===== config.mk =====
export PLATFORM = sky130hd
export DESIGN_NAME = cpu_seq_ctrl
export DESIGN_NICKNAME = d
export VERILOG_FILES = /design/src/rtl/cpu_pkg.sv /design/src/rtl/cpu_pc_reg.sv /design/src/rtl/cpu_seq_ctrl.sv
export SDC_FILE = /design/constraint.sdc
export NUM_CORES = 1
export LEC_CHECK = 0
export ABC_AREA = 1
export BUFFER_PORTS_ARGS = -buffer_cell sky130_fd_sc_hd__clkbuf_2
export CAP_MARGIN = 20
export CORE_MARGIN = 1
export CORE_UTILIZATION = 54
export DETAILED_ROUTE_END_ITERATION = 8
export GPL_TIMING_DRIVEN = 0
export PLACE_DENSITY = 0.84
export SYNTH_ARGS = -nofsm -noshare
export SYNTH_HDL_FRONTEND = slang
export SYNTH_SLANG_ARGS = --single-unit

===== constraint.sdc =====
create_clock -name clk -period 3.5 [get_ports clk]
set_clock_uncertainty 0.1 [all_clocks]
set_input_delay 0.525 -clock clk [delete_from_list [all_inputs] [get_ports clk]]
set_output_delay 0.525 -clock clk [all_outputs]
set_load 0.1 [all_outputs]

===== src/rtl/cpu_pkg.sv =====
// Shared types and constants for the 16-bit CPU sequencer: state encoding,
// opcode values and instruction field positions.
package cpu_pkg;

  localparam int N     = 16;
  localparam int OP_W  = 4;
  localparam int REG_W = 4;

  localparam int OP_MSB  = 15;
  localparam int OP_LSB  = 12;
  localparam int RD_MSB  = 11;
  localparam int RD_LSB  = 8;
  localparam int RS1_MSB = 7;
  localparam int RS1_LSB = 4;
  localparam int RS2_MSB = 3;
  localparam int RS2_LSB = 0;

  localparam logic [OP_W-1:0] OP_ADD  = 4'h0;
  localparam logic [OP_W-1:0] OP_SUB  = 4'h1;
  localparam logic [OP_W-1:0] OP_AND  = 4'h2;
  localparam logic [OP_W-1:0] OP_OR   = 4'h3;
  localparam logic [OP_W-1:0] OP_HALT = 4'hF;
  // Opcode shown while no instruction is active; the operand demuxes decode it to zero.
  localparam logic [OP_W-1:0] OP_IDLE = 4'hF;

  typedef enum logic [2:0] {
    ST_IDLE,
    ST_FETCH,
    ST_DECODE,
    ST_EXEC,
    ST_WB,
    ST_HALT
  } state_t;

  function automatic logic is_alu_op(input logic [OP_W-1:0] op);
    logic alu;
    alu = 1'b0;
    case (op)
      OP_ADD, OP_SUB, OP_AND, OP_OR: alu = 1'b1;
      default:                       alu = 1'b0;
    endcase
    return alu;
  endfunction

endpackage


===== src/rtl/cpu_pc_reg.sv =====
// Program counter: async active-high reset to 0, +1 on inc_en, silent wrap.
// Latency: new value visible the cycle after inc_en; no backpressure.
module cpu_pc_reg #(
  parameter int PC_W = 8
) (
  input  logic            clk,
  input  logic            rst,
  input  logic            inc_en,
  output logic [PC_W-1:0] pc_out
);

  logic [PC_W-1:0] pc_q;
  logic [PC_W-1:0] pc_d;

  always_comb begin
    pc_d = pc_q;
    if (inc_en) pc_d = pc_q + PC_W'(1);
  end

  always_ff @(posedge clk or posedge rst) begin
    if (rst) pc_q <= '0;
    else     pc_q <= pc_d;
  end

  assign pc_out = pc_q;

endmodule


===== src/rtl/cpu_seq_ctrl.sv =====
// Multi-cycle fetch/decode/exec/writeback sequencer; ALU op takes 4 cycles, NOP 2.
// FETCH stalls indefinitely until instr_valid; controls decode from state so reset kills strobes at once.
module cpu_seq_ctrl
  import cpu_pkg::*;
#(
  parameter int PC_W = 8
) (
  input  logic              clk,
  input  logic              rst,
  input  logic              start,
  input  logic              instr_valid,
  input  logic [N-1:0]      instr_in,
  output logic              fetch_req,
  output logic [PC_W-1:0]   pc_out,
  output logic [OP_W-1:0]   op_code,
  output logic [REG_W-1:0]  rs1_addr,
  output logic [REG_W-1:0]  rs2_addr,
  output logic [REG_W-1:0]  rd_addr,
  output logic              alu_en,
  output logic              rf_we,
  output logic              busy,
  output logic              halted
);

  state_t       state_q, state_d;
  logic [N-1:0] ir_q, ir_d;
  logic         pc_inc;

  logic [OP_W-1:0]  ir_op;
  logic [REG_W-1:0] ir_rd, ir_rs1, ir_rs2;

  assign ir_op  = ir_q[OP_MSB:OP_LSB];
  assign ir_rd  = ir_q[RD_MSB:RD_LSB];
  assign ir_rs1 = ir_q[RS1_MSB:RS1_LSB];
  assign ir_rs2 = ir_q[RS2_MSB:RS2_LSB];

  always_comb begin
    state_d   = state_q;
    ir_d      = ir_q;
    pc_inc    = 1'b0;
    fetch_req = 1'b0;
    alu_en    = 1'b0;
    rf_we     = 1'b0;
    busy      = 1'b1;
    halted    = 1'b0;
    op_code   = OP_IDLE;
    rs1_addr  = '0;
    rs2_addr  = '0;
    rd_addr   = '0;

    case (state_q)
      ST_IDLE: begin
        busy = 1'b0;
        if (start) state_d = ST_FETCH;
      end
      ST_FETCH: begin
        fetch_req = 1'b1;
        if (instr_valid) begin
          ir_d    = instr_in;
          state_d = ST_DECODE;
        end
      end
      ST_DECODE: begin
        op_code  = ir_op;
        rs1_addr = ir_rs1;
        rs2_addr = ir_rs2;
        rd_addr  = ir_rd;
        if (is_alu_op(ir_op)) begin
          state_d = ST_EXEC;
        end else if (ir_op == OP_HALT) begin
          state_d = ST_HALT;
        end else begin
          // Anything outside the ALU set and HALT retires here as a NOP.
          pc_inc  = 1'b1;
          state_d = ST_FETCH;
        end
      end
      ST_EXEC: begin
        op_code  = ir_op;
        rs1_addr = ir_rs1;
        rs2_addr = ir_rs2;
        rd_addr  = ir_rd;
        alu_en   = 1'b1;
        state_d  = ST_WB;
      end
      ST_WB: begin
        op_code  = ir_op;
        rs1_addr = ir_rs1;
        rs2_addr = ir_rs2;
        rd_addr  = ir_rd;
        rf_we    = 1'b1;
        pc_inc   = 1'b1;
        state_d  = ST_FETCH;
      end
      ST_HALT: begin
        busy   = 1'b0;
        halted = 1'b1;
      end
      default: begin
        busy    = 1'b0;
        state_d = ST_IDLE;
      end
    endcase
  end

  always_ff @(posedge clk or posedge rst) begin
    if (rst) begin
      state_q <= ST_IDLE;
      ir_q    <= '0;
    end else begin
      state_q <= state_d;
      ir_q    <= ir_d;
    end
  end

  cpu_pc_reg #(
    .PC_W(PC_W)
  ) u_pc (
    .clk   (clk),
    .rst   (rst),
    .inc_en(pc_inc),
    .pc_out(pc_out)
  );

endmodule


---- Word-level counts from Yosys, hierarchy flattened ----
Cells that the tools add are included.
word-level totals
  output and inout port bits .............. 29
  bits in registers ....................... 27
  bits of input ports ..................... 20
  word-level logic and storage cells ...... 42
cells by class
  mux-type cells .......................... 19
  add/sub/neg operators ................... 1
  bitwise logic cells ..................... 1
  equality and inequality tests ........... 11
  reduce and logical (&&, ||, !) cells .... 7
operator list
  kind                 number
  $pmux 3 s6           1
  $mux 4               4
  $mux 3               4
  $mux 1               9
  $add 8x1->8 const B  1
  $eq 4x2->1 const B   2
  $reduce_or 4->1      2
  $eq 3x2->1 const B   2
  $eq 3x3->1 const B   2
  $eq 4x1->1 const B   1
  $eq 4x4->1 const B   1
  $logic_not 4->1      1
  $ne 2x2->1 const B   2
  $eq 3x1->1 const B   1
  $logic_not 3->1      1
  $reduce_and 3->1     1
  $reduce_or 3->1      1
  $pmux 1 s2           1
  $reduce_and 2->1     1
  $not 1->1            1

---- Depth between registers and ports, before layout ----
Gate-level depths: netlist of run 1.
  depth in word-level cells ............... 6
  depth in mapped cells ................... 7
  mapped depth without buffers ............ 7

---- Hierarchy ----
A second synthesis of run 1 with hierarchy kept.
second synthesis, totals
  cells, all modules ...................... 192
  area total of the unflattened synthesis .. 1,442.6 µm²
by module, submodules not included
  module        area an instance (µm²)  cells an instance  seq. area each (µm²)  instances
  cpu_seq_ctrl  1,036.0                 146                475.5                 1
  cpu_pc_reg    406.6                   46                 200.2                 1

---- Worst setup path before layout of run 1 ----
No wires, ideal clock.
  kind .................................... register -> output
  from .................................... reg state_q[2]
  to ...................................... out busy
  data required time ...................... 2.875 ns
  path buffers ............................ 0
  stages on the path, launching flop included .. 4
  path slack .............................. 0.211 ns
  data arrival time ....................... 2.664 ns
  cell sequence ........................... dfrtp_1 > inv_2 > nand2_2 > o21ai_0
between the ends
  word-level cells in the longest chain between the ends .. 3
RTL lines
  what                                line                 source
  from (decl)                         cpu_seq_ctrl.sv:25   state_t state_q, state_d;
  from (signal assigned)              cpu_seq_ctrl.sv:111  state_q <= state_d;
  $eq 3x2->1 (tied with other cells)  cpu_seq_ctrl.sv:51   case (state_q)
  $reduce_or 4->1 (no line) *         --
  $mux 1 *                            cpu_seq_ctrl.sv:51
  to (decl)                           cpu_seq_ctrl.sv:21   output logic busy,
Mark *: on every way between the ends. The rest lies on a longest branch, timed or not.

---- Final worst setup path of run 1 ----
  from .................................... reg state_q[0]
  to ...................................... out rs1_addr[1]
between the ends
  word-level cells in the longest chain between the ends .. 3
RTL lines
  what                                             line                source
  $eq 3x2->1 / $eq 3x3->1 (equally long branches)  cpu_seq_ctrl.sv:51
  $reduce_or 3->1 (no line) *                      --
  $mux 4 *                                         cpu_seq_ctrl.sv:51
  to (decl)                                        cpu_seq_ctrl.sv:16  output logic [REG_W-1:0] rs1_addr,
Marks and branches as above.

==> summary.md, run 1 <==
| Metric | Value |
|---|---|
| Status | `complete, no violations` |
| Die extent in x | `54.8 um` |
| Syn nets | `205` |
| Clk pin slew, worst setup/hold paths | `0.14 ns` |
| Port Buf Inserts | `48` |
| Area growth syn-to-layout | `22.7%` |
| Delay of the slowest critical-path stage | `0.49 ns` |
| Clock Sink Count | `27` |
| Clock Tree Buf Depth | `2` |
| Io pins | `49` |
| WL final | `2970 um` |
| Die height | `54.8 um` |
| Period utilization | `76.8%` |
| Vias post-DR | `1306` |
| Max-slew violation count | `0` |
| Flops & latches, synth | `27` |
| Layout cells sized above 1 | `39.5%` |
| Critical Path AT | `2.06 ns` |
| Syn Inst Count | `184` |
| Setup TNS | `0 ns` |
| Reg-to-Reg Start | `state_q[2]$_DFFE_PP0P_` |
| Grt met3 use | `3.06%` |
| Worst hold stages | `3` |
| Warnings from Yosys | `0` |
| Total CTS buffers | `3` |
| Post-DRT Antenna Nets | `0` |
| First-pass GRT wire length | `4730 um` |
| Hold Vio Cnt, Final | `0` |
| Final #Nets | `260` |
| Sequential fraction of the synthesis area | `45.0%` |
| Hold path endpoint | `ir_q[13]$_DFFE_PP0P_` |
| Initial antenna violation count | `0` |
| Row cnt | `18` |
| Hold Path Origin | `instr_in[13]` |
| Commonest non-fill, non-tap cell in the layout | `clkbuf_2` |
| Vias per cell | `4.87` |
| Post-cts sizing count | `0` |
| Final setup viols | `0` |
| Core area | `0.00254 mm2` |
| Worst EP required | `2.87 ns` |
| Largest net degree at the start of global routing | `28` |
| CTS Root Cell | `clkbuf_4` |
| Detailed Routing Iterations Pass 1 | `4` |
| Kind of cell adding the most delay to the critical path | `buffers and inverters` |
| Total GRT Usage | `22.4%` |
| H-tree depth | `1` |
| CP Capture Type | `primary output` |
| RSZ-0062 raised after global routing | `no` |
| Gpl congestion | `0.812` |
| Distinct cells, synth | `23` |
| GRT met2 Usage | `37.3%` |
| Critical path launch point type | `flop` |
| Most frequent cells in the layout | `clkbuf_2 (48), nand2_1 (42), dfrtp_1 (27), inv_1 (24), nor2_1 (23)` |
| Slew @ Worst Pin | `0.545 ns` |
| Max cap viols | `0` |
| Fillcell total | `220` |
| GRT Max-Usage Layer | `met2` |
| Number of global-route vias before repair | `1127` |
| Reg2Reg Setup Slack | `2.10 ns` |
| Starting Density | `59.0%` |
| WS Path Type | `flop to primary output` |
| DRC errors left | `0` |
| Crit-path max FO | `10` |
| WL/cell | `11.1 um` |
| Slew HR | `63.8%` |
| Detailed Route Iter0 Violations | `13` |
| CP max stage cell | `dfrtp_1` |
| HPWL after DPL | `2230 um` |
| CTS tree | `done` |
| Global route overflow | `0` |
| Clock Latency Late Sink | `0.32 ns` |
| FF-to-FF End | `ir_q[15]$_DFFE_PP0P_` |
| Syn avg cell area | `8.17 um2` |
| Worst reg-to-reg path cell count | `7` |
| Worst hold path class | `input pin to flop` |
| Mapped Area | `0.00150 mm2` |
| Buf+Inv Stages, Crit Path | `3` |
| Critical-path cell list | `nor2_1, nand2_1, nand2_1, inv_2, buf_2, nor2_1, clkbuf_2` |
| Fmax | `372 MHz` |
| Final worst path period need | `2.69 ns` |
| Ant diodes | `0` |
| Die Footprint | `0.00300 mm2` |
| GR Util met1 | `29.5%` |
## worst reg2reg max path: stages, from the launching register on
cell and delay, ns:
dfrtp_1 0.45, inv_2 0.11, nand2_2 0.08, nor2_4 0.17, nand2_4 0.09, buf_6 0.17
nor2_2 0.11, a21oi_2 0.04
## cell families (layout without fill, tap and decap cells)
| group | count (synthesis) | count (layout) | share of synthesized area (%) |
|---|---|---|---|
| AND/OR/NAND/NOR | 103 | 103 | 32.9 |
| flip-flops | 27 | 27 | 45.0 |
| AO/OA/AOI/OAI | 19 | 19 | 10.2 |
| XOR/XNOR | 3 | 3 | 1.75 |
| buffers and inverters | 31 | 85 | 9.41 |
| adder cells (fa/ha/maj) | 1 | 1 | 0.833 |
## synth_stat cells, drive strengths merged
cell type	count	share of area [%]
ha	1	0.83
dfrtp	27	45
nand3b	2	1.0
xnor2	1	0.58
nand2	46	13
nand3	14	5.5
or2	2	0.83
inv	26	6.5
buf	5	2.9
o21ai	2	0.67
xor2	2	1.2
nor2	39	13
a21boi	1	0.50
o211ai	1	0.50
a21oi	15	8.5
## routing by layer
metal / wire (um) / part of all wire (%)
met1: 1390 / 47
met2: 1450 / 49
met3: 102 / 3.4
met4: 31 / 1.0
met5: 0 / 0
## what timing repair did
action                                 4_1_cts  5_1_grt
endpoints found under the hold margin        0        2
hold buffers                                 0        1
buffers inserted                             0        0
## worst max path at each step
stage                           startpoint          end  cells past startpoint
global placement    state_q[1]$_DFFE_PP0P_  rs1_addr[1]                      7
floorplan           state_q[2]$_DFFE_PP0P_         busy                      3
finish              state_q[0]$_DFFE_PP0P_  rs1_addr[1]                      7
CTS                 state_q[0]$_DFFE_PP0P_  rs1_addr[1]                      7
detailed placement  state_q[1]$_DFFE_PP0P_  rs1_addr[1]                      7
global route        state_q[0]$_DFFE_PP0P_  rs1_addr[1]                      7
## per-stage QoR
step / hold slack [ns] / cells / util [%] / setup slack [ns] / instance area (um2)
detailed placement: 0.391 / 262 / 70.0 / 1.22 / 1780
floorplan: 0.356 / 184 / - / 0.211 / 1500
CTS: 0.307 / 266 / 71.0 / 0.806 / 1810
global route: 0.305 / 268 / 72.5 / 0.615 / 1840
finish: 0.313 / 268 / 72.5 / 0.813 / 1840
global placement: 0.387 / 262 / 70.0 / 1.25 / 1780
## area by class of cell
type	instances	area [um2]	share of cell area (%)
tap	30	37.5	2.04
clock buffer	4	26.3	1.42
timing repair buffer	50	278	15.1
inverter	26	97.6	5.29
sequential	27	676	36.6
buffer	5	43.8	2.37
multi-input combinational	126	686	37.2
## registers in the layout, summed over array words and instances (netlist names)
signal	flops
state_q	3
u_pc.pc_out	8
ir_q	16
Power of run 1 is left out: the tool's default activity adds up to more than one toggle a clock period on the data nets, which glitch-free logic cannot reach.
==> inputs of run 2 (changes only) <==
- ABC_AREA: 1 -> 0
- CORE_UTILIZATION: 54 -> 48
- PLACE_DENSITY: 0.84 -> 0.78
- clock period: 3.5 -> 2.51 ns (I/O delays scaled with it)
==> run 2 against run 1 <==
Against the previous run:
- global-route usage fell by 3.5 points
- synthesized area decreased by 11%
- non-clock buffer count is the same
- wire length down 14%
- core utilization grew 0.30 points
- via count is 23% lower
- critical path depth down 1
- register-to-register slack worse by 1.4 ns
- synthesized cell count down 41%
- clock-buffer cell count unchanged
- largest cell class unchanged
==> summary.md, run 2 <==
| Metric | Value |
|---|---|
| Status | `complete, no violations` |
| Biggest register | `ir_q` |
| RSZ-0062 raised after global routing | `no` |
| Flops & latches, synth | `27 (unchanged)` |
| Area growth syn-to-layout | `39.2%` |
| Final #Nets | `185 (-29%)` |
| Mapped Area | `0.00133 mm2 (-11%)` |
| WL/cell | `13.3 um (+20%)` |
| Post-route insts no fill | `193 (-28%)` |
| WS Path Type | `flop to primary output` |
| Vias per cell | `5.21 (+6.9%)` |
| Warnings from Yosys | `0 (unchanged)` |
| Syn Inst Count | `108 (-41%)` |
| CP Capture Type | `primary output` |
| Gpl congestion | `0.724 (-11%)` |
| Detailed Route Iter0 Violations | `20 (+7)` |
| Worst hold path class | `input pin to flop` |
| Port Buf Inserts | `48 (unchanged)` |
| Total GRT Usage | `18.9% (-3.5 points)` |
| Max reg flops | `16 (unchanged)` |
| Reg-to-Reg Start | `state_q[2]$_DFFE_PP0P_` |
| Worst hold stages | `2 (-1)` |
| Clock Tree Buf Depth | `2 (unchanged)` |
| Top cells by area, synth | `dfrtp_1 (51%), mux2_2 (14%), nor2b_1 (5.6%), xnor2_1 (3.3%), nor3b_4 (2.8%)` |
| Post-synth EDFFs | `0 (unchanged)` |
| Area share of the largest cell type after synthesis | `50.8% (+5.8 points)` |
| H-tree depth | `1 (unchanged)` |
| Syn nets | `129 (-37%)` |
| Total CTS buffers | `3 (unchanged)` |
| Row cnt | `18 (unchanged)` |
| Io pins | `49 (unchanged)` |
| CTS tree | `done` |
| Final setup viols | `0 (unchanged)` |
| Vias post-DR | `1005 (-23%)` |
| Die Footprint | `0.00299 mm2 (-0.40%)` |
| Core area | `0.00254 mm2 (unchanged)` |
| Commonest non-fill, non-tap cell in the layout | `clkbuf_2` |
| Ant diodes | `0 (unchanged)` |
| Inst Count DP | `186 (-29%)` |
| Count leader, synth | `dfrtp_1` |
| Post-DRT Antenna Nets | `0 (unchanged)` |
| WL final | `2560 um (-14%)` |
| Detailed Routing Iterations Pass 1 | `6 (+2)` |
| Period utilization | `96.8%` |
| Critical path launch point type | `flop` |
| Reg2Reg Setup Slack | `0.68 ns (-1.42 ns)` |
| Worst reg-to-reg path cell count | `4 (-3)` |
| Die height | `54.6 um (-0.20%)` |
| Slew HR | `63.6% (-0.24 points)` |
| Max-slew violation count | `0 (unchanged)` |
| Area leader, netlist | `dfrtp_1` |
| DRC errors left | `0 (unchanged)` |
| Fmax | `412 MHz` |
| Final worst path period need | `2.43 ns` |
| Fillcell total | `196 (-11%)` |
| FF-to-FF End | `ir_q[8]$_DFFE_PP0P_` |
| Most frequent cells in the layout | `clkbuf_2 (31), dfrtp_1 (27), clkbuf_4 (19), mux2_2 (16), nor2b_4 (12)` |
| Layout cells sized above 1 | `61.3% (+22 points)` |
| Number of global-route vias before repair | `973 (-14%)` |
| Clk pin slew, worst setup/hold paths | `0.14 ns (about the same)` |
| Crit-path max FO | `10 (unchanged)` |
| Die extent in x | `54.6 um (-0.20%)` |
| Primary FF master, synth | `dfrtp_1` |
| Clock Sink Count | `27 (unchanged)` |
| Slew @ Worst Pin | `0.549 ns (+0.00364 ns)` |
| CTS Root Cell | `clkbuf_4` |
| Starting Density | `52.3% (-6.8 points)` |
| Hold Vio Cnt, Final | `0 (unchanged)` |
| Hold Path Origin | `instr_in[15]` |
| Sequential fraction of the synthesis area | `50.8% (+5.8 points)` |
| Syn avg cell area | `12.3 um2 (+51%)` |
| HPWL after DPL | `1930 um (-14%)` |
| First-pass GRT wire length | `4070 um (-14%)` |
| Critical Path AT | `1.95 ns (-0.11 ns)` |
| Initial antenna violation count | `0 (unchanged)` |
| Worst EP required | `2.03 ns (-0.84 ns)` |
| Largest net degree at the start of global routing | `28 (unchanged)` |
| Distinct cells, synth | `32 (+39%)` |
| Synth top cells by count | `dfrtp_1 (27), mux2_2 (16), nor2b_1 (12), nand4_1 (5), xnor2_1 (5)` |
| Fraction of registers with async set/reset | `100% (unchanged)` |
| Clock Latency Late Sink | `0.31 ns (about the same)` |
| Hold path endpoint | `ir_q[15]$_DFFE_PP0P_` |
| Global route overflow | `0 (unchanged)` |
| Max cap viols | `0 (unchanged)` |
[run 2: cell count changes in the layout (fill, tap and decap cells not counted), moves of 4 or more]
cell and change:
nor2_2 -15, inv_1 -21, nor2b_4 +12, mux2_2 +16, xnor2_1 +4, nor2_1 -21, clkbuf_2 -17, nand4_1 +5
a21oi_2 -14, nand2_1 -38, or2_4 +4, clkbuf_4 +16, nand3_1 -11
[run 2: kinds of logic after synthesis]
| logic type | share of synthesized area [%] |
|---|---|
| AND/OR/NAND/NOR | 21.2 |
| flip-flops | 50.8 |
| multiplexers | 13.5 |
| AO/OA/AOI/OAI | 5.46 |
| XOR/XNOR | 4.61 |
| buffers and inverters | 3.48 |
| adder cells (fa/ha/maj) | 0.941 |
[run 2: cell type report]
cell class | instances | area, um2 | area share (%)
Multi-Input combinational cell | 74 | 717 | 38.7
Buffer | 4 | 58.8 | 3.18
Tap cell | 30 | 37.5 | 2.03
Inverter | 3 | 11.3 | 0.608
Sequential cell | 27 | 676 | 36.5
Timing Repair Buffer | 51 | 325 | 17.6
Clock buffer | 4 | 26.3 | 1.42
[run 2: how the worst max path moves through the flow]
stage                            from     endpoint  slack, ns
5_1_grt        state_q[1]$_DFFE_PP0P_   op_code[3]      0.006
2_1_floorplan  state_q[1]$_DFFE_PP0P_  rs1_addr[0]      -0.43
3_5_place_dp   state_q[1]$_DFFE_PP0P_   op_code[3]       0.02
3_3_place_gp   state_q[1]$_DFFE_PP0P_   op_code[1]       0.04
4_1_cts        state_q[1]$_DFFE_PP0P_   rd_addr[0]     0.0006
6_report       state_q[1]$_DFFE_PP0P_   op_code[3]       0.08
[run 2: critical path, cell delays in order (launching register included)]
cell and delay, ns:
dfrtp_1 0.40, buf_6 0.14, nor3b_4 0.32, nor2_4 0.08, clkbuf_16 0.19, or2_4 0.23
clkbuf_4 0.28
[run 2: per-layer routing]
layer / part of all wire (%) / global-route usage (%) / vias up
met2: 51 / 34.1 / 27
met5: 0 / 0 / -
met4: 0 / 5.13 / 0
li1: - / - / 480
met3: 5.0 / 2.78 / 0
met1: 44 / 23.1 / 498
[run 2: metrics by stage]
stage	setup slack (ns)	utilization (%)	cell area, um2	setup TNS [ns]	hold slack [ns]
after floorplan	-0.431	-	1460	-5.31	0.329
after global placement	0.0390	68.4	1740	0	0.355
after detailed placement	0.0155	68.4	1740	0	0.361
after CTS	0.000603	70.5	1790	0	0.171
after global routing	0.00589	72.8	1850	0	0.178
final	0.0803	72.8	1850	0	0.180
[run 2: repair_timing]
| item | in CTS | in global routing |
|---|---|---|
| resized for setup | 8 | 17 |
| endpoints found under the setup margin | 10 | 9 |
| setup buffers | 1 | 0 |
| hold endpoints to repair | 0 | 2 |
| pin swaps | 1 | 0 |
| hold buffers | 0 | 1 |
Power of run 2 is left out for the same reason.
